`src/rtl/note_player.sv`:
```
// note_player: plays a fixed-length square-wave tone on each click that
// carries a valid note code, then leaves a short silent gap.
//
// Ports
//   CLOCK_50                 system clock
//   reset                    synchronous, active-high reset
//   note_num[5:0]            note code from the mouse-to-note stage
//   outc                     click level, qualified by note_num
//   audio_out_allowed        codec output FIFO has room
//   write_audio_out          sample write strobe (mirrors audio_out_allowed)
//   left_channel_audio_out   left sample (+AMP / -AMP / 0)
//   right_channel_audio_out  right sample, identical to left
//   playing                  high while a tone is sounding
//   cur_note[5:0]            note being played or just played; 0 when idle
//
// Handshake: a sample is presented continuously on the channel outputs and
// is consumed on every cycle where write_audio_out (= audio_out_allowed) is
// high. The sample never stalls and tone timing never depends on the codec.
//
// The HP_* parameters are the half-period, in cycles, for each valid note.
module note_player #(
  parameter int unsigned     DW         = 32,
  parameter logic [DW-1:0]   AMP        = DW'(32'h0080_0000),
  parameter int unsigned     DUR_CYCLES = 25_000_000,
  parameter int unsigned     GAP_CYCLES = 2_500_000,
  parameter int unsigned     HP_22      = 37921,
  parameter int unsigned     HP_25      = 45097,
  parameter int unsigned     HP_29      = 56818,
  parameter int unsigned     HP_32      = 63776
) (
  input  logic          CLOCK_50,
  input  logic          reset,
  input  logic [5:0]    note_num,
  input  logic          outc,
  input  logic          audio_out_allowed,
  output logic          write_audio_out,
  output logic [DW-1:0] left_channel_audio_out,
  output logic [DW-1:0] right_channel_audio_out,
  output logic          playing,
  output logic [5:0]    cur_note
);

  localparam int unsigned DUR_W = $clog2(DUR_CYCLES);
  localparam int unsigned GAP_W = (GAP_CYCLES > 1) ? $clog2(GAP_CYCLES) : 1;
  localparam logic [DW-1:0] NEG_AMP = DW'(~AMP + 1'b1);

  typedef enum logic [1:0] {IDLE = 2'd0, PLAY = 2'd1, GAP = 2'd2} state_t;

  state_t           state, state_next;
  logic             outc_d;
  logic             armed;
  logic             phase;
  logic [16:0]      hp_cnt;
  logic [DUR_W-1:0] dur_cnt;
  logic [GAP_W-1:0] gap_cnt;
  logic             pend;
  logic [5:0]       pend_note;
  logic [DW-1:0]    sample;
  logic             trig;
  logic             load_tone;
  logic [5:0]       tone_note;

  function automatic logic note_valid(input logic [5:0] n);
    return (n == 6'd22) || (n == 6'd25) || (n == 6'd29) || (n == 6'd32);
  endfunction

  // Reload value is half-period minus one so each phase lasts HP cycles.
  function automatic logic [16:0] half_reload(input logic [5:0] n);
    case (n)
      6'd22:   half_reload = 17'(HP_22 - 1);
      6'd25:   half_reload = 17'(HP_25 - 1);
      6'd29:   half_reload = 17'(HP_29 - 1);
      6'd32:   half_reload = 17'(HP_32 - 1);
      default: half_reload = '0;
    endcase
  endfunction

  // armed blocks a click whose level was already high when reset released;
  // outc must be seen low before the next rising edge can trigger.
  assign trig = outc & ~outc_d & armed & note_valid(note_num);

  always_comb begin
    state_next = state;
    load_tone  = 1'b0;
    tone_note  = note_num;
    case (state)
      IDLE: begin
        if (trig) begin
          state_next = PLAY;
          load_tone  = 1'b1;
        end
      end
      PLAY: begin
        // A retrigger wins over duration expiry.
        if (trig) begin
          load_tone = 1'b1;
        end else if (dur_cnt == '0) begin
          state_next = GAP;
        end
      end
      GAP: begin
        // A click in the last gap cycle still counts as the pending note.
        if (gap_cnt == '0) begin
          if (trig || pend) begin
            state_next = PLAY;
            load_tone  = 1'b1;
            tone_note  = trig ? note_num : pend_note;
          end else begin
            state_next = IDLE;
          end
        end
      end
      default: state_next = IDLE;
    endcase
  end

  always_ff @(posedge CLOCK_50) begin
    if (reset) begin
      state     <= IDLE;
      outc_d    <= 1'b0;
      armed     <= ~outc;
      phase     <= 1'b0;
      hp_cnt    <= '0;
      dur_cnt   <= '0;
      gap_cnt   <= '0;
      pend      <= 1'b0;
      pend_note <= '0;
      cur_note  <= '0;
      sample    <= '0;
    end else begin
      state  <= state_next;
      outc_d <= outc;
      if (!outc) armed <= 1'b1;

      // Sample reflects the state/phase of the current cycle, one cycle late.
      sample <= (state == PLAY) ? (phase ? AMP : NEG_AMP) : '0;

      if (load_tone) begin
        cur_note <= tone_note;
        hp_cnt   <= half_reload(tone_note);
        dur_cnt  <= DUR_W'(DUR_CYCLES - 1);
        phase    <= 1'b1;
      end else if (state == PLAY) begin
        if (hp_cnt == '0) begin
          hp_cnt <= half_reload(cur_note);
          phase  <= ~phase;
        end else begin
          hp_cnt <= hp_cnt - 1'b1;
        end
        if (dur_cnt == '0) begin
          gap_cnt <= GAP_W'(GAP_CYCLES - 1);
        end else begin
          dur_cnt <= dur_cnt - 1'b1;
        end
      end

      if (state == GAP) begin
        if (gap_cnt == '0) begin
          pend <= 1'b0;
          if (!(trig || pend)) cur_note <= '0;
        end else begin
          gap_cnt <= gap_cnt - 1'b1;
          if (trig) begin
            pend      <= 1'b1;
            pend_note <= note_num;
          end
        end
      end
    end
  end

  assign write_audio_out         = audio_out_allowed;
  assign left_channel_audio_out  = sample;
  assign right_channel_audio_out = sample;
  assign playing                 = (state == PLAY);

endmodule
```
`config.mk`:
```
export PLATFORM = sky130hd
export DESIGN_NAME = note_player
export DESIGN_NICKNAME = d
export VERILOG_FILES = /design/src/rtl/note_player.sv
export SDC_FILE = /design/constraint.sdc
export NUM_CORES = 1
export LEC_CHECK = 0
export BUFFER_PORTS_ARGS = -buffer_cell sky130_fd_sc_hd__clkbuf_2
export CAP_MARGIN = 20
export CELL_PAD_IN_SITES_DETAIL_PLACEMENT = 0
export CELL_PAD_IN_SITES_GLOBAL_PLACEMENT = 1
export CORE_AREA = 5 5 116 118
export CTS_BUF_LIST = sky130_fd_sc_hd__clkbuf_4
export DETAILED_ROUTE_END_ITERATION = 12
export DIE_AREA = 0 0 121 123
export GPL_TIMING_DRIVEN = 0
export PLACE_DENSITY_LB_ADDON = 0.1
export SYNTH_ARGS = -nofsm -noshare
export SYNTH_HDL_FRONTEND = slang
export SYNTH_SLANG_ARGS = --single-unit
export TNS_END_PERCENT = 10
```
`constraint.sdc`:
```
create_clock -name CLOCK_50 -period 3.11 [get_ports CLOCK_50]
set_input_delay 0.622 -clock CLOCK_50 [delete_from_list [all_inputs] [get_ports CLOCK_50]]
set_output_delay 0.622 -clock CLOCK_50 [all_outputs]
set_load 0.02 [all_outputs]
```
Word-level counts from Yosys, hierarchy flattened
Index checks and enable logic that the tools add are counted.
- bitwise operators: 9
- add/sub/neg operators: 3
- multiplexer cells: 39
- reduce and logical (&&, ||, !) cells: 20
- equal/unequal tests: 20
- operator list (cell ; number):
    $pmux 16 s4 ; 2
    $mux 22 ; 5
    $mux 25 ; 3
    $eq 6x5->1 const B ; 9
    $mux 17 ; 3
    $mux 6 ; 8
    $mux 32 ; 1
    $logic_not 25->1 ; 1
    $sub 25x1->25 const B ; 1
    $logic_not 22->1 ; 1
    $sub 22x1->22 const B ; 1
    $eq 6x6->1 const B ; 3
    $logic_not 17->1 ; 1
    $sub 17x1->17 const B ; 1
    $mux 1 ; 11
    $ne 2x2->1 const B ; 5
    $reduce_and 2->1 ; 5
    $mux 2 ; 4
    $not 1->1 ; 6
    $pmux 2 s3 ; 1
    $reduce_bool 2->1 ; 3
    $reduce_or 2->1 ; 3
    $logic_or 1x1->1 ; 4
    $reduce_and 4->1 ; 1
    6 further kinds ; 8
- bits in registers: 114
- output and inout port bits: 72
- bits of input ports: 10
- logic and storage cells: 103

Logic depth before layout (Yosys ltp)
- depth in word-level cells: 13
- mapped depth: 10
- gate-level depth less buffers: 9

Worst setup path before layout
Ideal clock, no wire load.
- path kind: input-to-reg
- start point: in note_num[4]
- end point: reg hp_cnt[15]
- data required time: 3.024 ns
- data arrival time: 2.737 ns
- path buffers: 1
- stages: 8
- library setup time: 0.086 ns
- path slack: 0.287 ns
- cell sequence: buf_2 or4b_4 a211oi_4 o311ai_4 o41a_1 o21ai_1 a211oi_1 a221oi_2
- longest elaborated chain between the ends: 12
- elaborated cells between the ends (all ways): 24
- classes of those cells: eq/ne (8); mux (10); bitwise (1); reduce/logical (5)
- RTL lines (element ; RTL line ; RTL):
    start, declared ; 33 ; input logic [5:0] note_num,
    $eq 6x5->1 ; 64 ; return (n == 6'd22) || (n == 6'd25) || (n == 6'd29) || (n == 6'd32);
    $logic_or 1x1->1 (3 in series) ; 64 ;
    $and 1x1->1 ; 80 ; assign trig = outc & ~outc_d & armed & note_valid(note_num);
    $mux 6 / $logic_or 1x1->1 (equally long branches) ; - ;
    $mux 6 ; 104 ; if (trig || pend) begin
    $mux 6 ; 103 ; if (gap_cnt == '0) begin
    $mux 6 ; 86 ; case (state)
    $eq 6x6->1 / $eq 6x5->1 (equally long branches) ; 69 ; case (n)
    $pmux 16 s4 ; 69 ;
    $mux 17 ; 138 ; if (load_tone) begin
    end signal, assigned ; 140 ; hp_cnt <= half_reload(tone_note);
    end signal, assigned ; 145 ; hp_cnt <= half_reload(cur_note);
    end signal, assigned ; 148 ; hp_cnt <= hp_cnt - 1'b1;
    end, declared ; 53 ; logic [16:0] hp_cnt;
Parallel ways exist; a longest one is shown, timed or not.
A chain may end at the register's enable or synchronous reset.

Worst setup path in the final report
- start point: reg hp_cnt[11]
- end point: reg hp_cnt[8]
- longest elaborated chain between the ends: 4
- RTL lines (element ; RTL line ; RTL):
    $logic_not 17->1 ; 144 ; if (hp_cnt == '0) begin
    $mux 17 ; 144 ;
    $mux 17 ; 143 ; end else if (state == PLAY) begin
    $mux 17 ; 138 ;
No other way between the ends. The select of a mux whose other input is x is not followed.

==> results.json <==
{
  "hpwlAfterDp_um": 10400,
  "rsz0062_at_grt": "no",
  "drive_above_1_share_pct": 19.6,
  "synthFlopType": "dfxtp_1",
  "synth.cell_area_um2": 5130,
  "slew_headroom_pct": 45.0,
  "crit_path_max_fanout": 7,
  "nNetsFinal": 750,
  "fin_crit_sh_pct": 95.0,
  "wire_per_inst_um": 15.2,
  "clock_sinks": 84,
  "grt_util_all_layers_pct": 18.9,
  "syn_inst": 649,
  "p_leak_nw": 2.33,
  "final_hold_viol_count": 0,
  "vdd_drop_max_mv": 0.247,
  "cts_max_level": 3,
  "cts_inserted_buffers": 9,
  "cts_setup_buffers": 0,
  "worstPathCellList": "or4_1, or4_1, nor2_1, nand4_1, o32ai_2, nor2_2, a211oi_2",
  "worst_pin_slew_ns": 0.824,
  "status": "finished, final reports clean",
  "vias": 4791,
  "fin_ws_ns": 0.154,
  "cts_buffer_depth": 2,
  "gp_congestion": 0.857,
  "worst_setup_path_start_kind": "flop",
  "arrival_ns": 3.35,
  "skew_ns": 0.0194,
  "yosysTopAreaCellShare_pct": 32.4,
  "start_util_pct": 41.5,
  "dr.pass1.iters": 5,
  "holdWs_ns": 0.438,
  "core_um2": 12400,
  "area_growth_pct": 13.8,
  "ant_nets": 0,
  "die_area_um2": 14900,
  "fin_cells": 913,
  "grt_pass1_wl_um": 22400,
  "setup_violations": 0,
  "yosys.area.top_type": "dfxtp_1",
  "maxCapViolations": 0,
  "grt_max_degree": 17,
  "synthDistinctLibCells": 77,
  "fmax_mhz": 338,
  "slowest_delay_ns": 0.62,
  "dp_slack_ns": -0.282,
  "powerDensity_nw_per_um2": 445,
  "seq_area_frac_synth_pct": 33.0,
  "synth.avg_cell_area_um2": 7.90,
  "drv_slew": 0,
  "drtIter0Drc": 292,
  "yosys-top-cells-area": "dfxtp_1 32%, buf_4 9.2%, a21oi_1 5.3%, nand2_1 4.3%, nor2_1 4.2%",
  "cts_tree": "built",
  "hp-class": "in -> reg",
  "clock_latency_ns": 0.47,
  "finalWirelength_um": 13900,
  "synth_edf_count": 1,
  "finalPower_w": 0.00260,
  "rows": 41,
  "die_h_um": 123,
  "slowest_stage": "or4_1",
  "ys_seq_elements": 84,
  "antenna_found_initial": 1,
  "finalCriticalPeriod_ns": 2.96,
  "path_buf_inv": 0,
  "critical_path.top_delay_family": "simple AND/OR/NAND/NOR gates",
  "die_w_um": 121,
  "viasPerCell": 5.25,
  "cp_common_cell": "or4_1",
  "port_buffers": 32,
  "cts.root.buffer_cell": "clkbuf_4",
  "cts.clk_slew.worst_paths_ns": 0.13,
  "ys_warn_count": 0,
  "drc": 0,
  "async_reset_ff_share_pct": 0,
  "ios": 82,
  "gr-total-overflow": 0,
  "crit_type": "reg -> reg",
  "grt_pass1_vias": 4531,
  "required_ns": 3.50,
  "place_inst": 898,
  "setup.worst_path.end_class": "flop"
}
path summary, 6_finish.rpt:
check | from | end | slack (ns) | depth (start not counted)
max | hp_cnt[11] | hp_cnt[8] | 0.15 | 7
min | outc | armed | 0.44 | 2
max reg2reg | hp_cnt[11] | hp_cnt[8] | 0.15 | 7
min reg2reg | phase | left_channel_audio_out[30] | 0.47 | 1
kinds of logic (layout without fill, tap and decap cells):
| logic type | count (synthesis) | count (layout) | share of synthesized area (%) |
|---|---|---|---|
| flip-flops | 84 | 84 | 33.0 |
| buffers and inverters | 104 | 150 | 12.5 |
| AND/OR/NAND/NOR | 274 | 274 | 28.5 |
| XOR/XNOR | 24 | 24 | 4.10 |
| adder cells (fa/ha/maj) | 3 | 3 | 0.732 |
| multiplexers | 7 | 7 | 1.39 |
| other | 1 | 47 | 0.0731 |
| AO/OA/AOI/OAI | 152 | 152 | 19.8 |
placed cells by master (no fill, tap or decap), drive strengths merged, types with 5 or more instances in the layout:
master and count:
nand2 59, nand4 5, xor2 11, a21oi 55
conb 46, nand3 18, or2 7, clkbuf 62
nor2 58, and3 6, nand4b 5, nand2b 9
or3 7, or4 9, xnor2 13, o21ai 36
a211oi 7, inv 16, a311oi 6, dfxtp 83
nand3b 6, a31oi 8, nor4 21, nor3 43
mux2i 6, buf 69
per-layer routing:
layer | global-route usage [%] | vias up | share of wire [%]
met4 | 7.29 | 0 | 2.6
met5 | 0 | - | 0
met1 | 22.7 | 2239 | 43
met3 | 4.30 | 30 | 3.9
met2 | 32.9 | 103 | 50
li1 | - | 2419 | -
Yosys cell counts (8+ instances only):
library cell / n
nor3_1: 41
buf_4: 63
nand3_1: 18
inv_1: 16
o21ai_0: 31
nor2_1: 57
a21oi_1: 54
clkbuf_1: 19
a31oi_1: 8
xnor2_1: 13
xor2_1: 11
nand2_1: 59
nor4_1: 20
dfxtp_1: 83
nand2b_1: 9
metrics by stage:
step	area, um2	util [%]	setup TNS, ns
4_1_cts	5810	47.0	0
5_1_grt	5840	47.2	0
3_5_place_dp	5670	45.9	-0.864
6_report	5840	47.2	0
2_1_floorplan	5300	-	0
3_3_place_gp	5670	45.9	-0.713
state kept, by name, indices dropped and copies added (netlist names):
signal                  cells
left_channel_audio_out      2
phase                       1
gap_cnt                    22
pend                        1
cur_note                    6
armed                       1
pend_note                   6
hp_cnt                     17
dur_cnt                    25
outc_d                      1
state                       2
final cells by class:
class / instances / area (um2)
inverters: 16 / 60.1
fillers: 1260 / 6530
well taps: 172 / 215
plain buffers: 88 / 581
flip-flops and latches: 84 / 1690
clock inverters: 3 / 40.0
diodes: 1 / 2.50
multi-input cells: 506 / 3010
repair buffers: 32 / 160
clock buffers: 11 / 82.6
worst register-to-register path, cell delays in order (launching register included):
cell and delay, ns:
dfxtp_1 0.39, or4_1 0.62, or4_1 0.59, nor2_1 0.38
nand4_1 0.16, o32ai_2 0.38, nor2_2 0.16, a211oi_2 0.19
where the power goes:
part | internal (W) | switching, W
combinational | 0.000293 | 0.000514
clock | 0.000253 | 0.000375
sequential | 0.00112 | 0.0000438
total | 0.00167 | 0.000933
repair_timing:
| item | in CTS | in global routing |
|---|---|---|
| gates cloned | 0 | 0 |
| hold buffers | 0 | 0 |
| setup endpoints to repair | 7 | 11 |
| resized for setup | 2 | 4 |
Note: power is estimated with default switching activity, not from simulation.
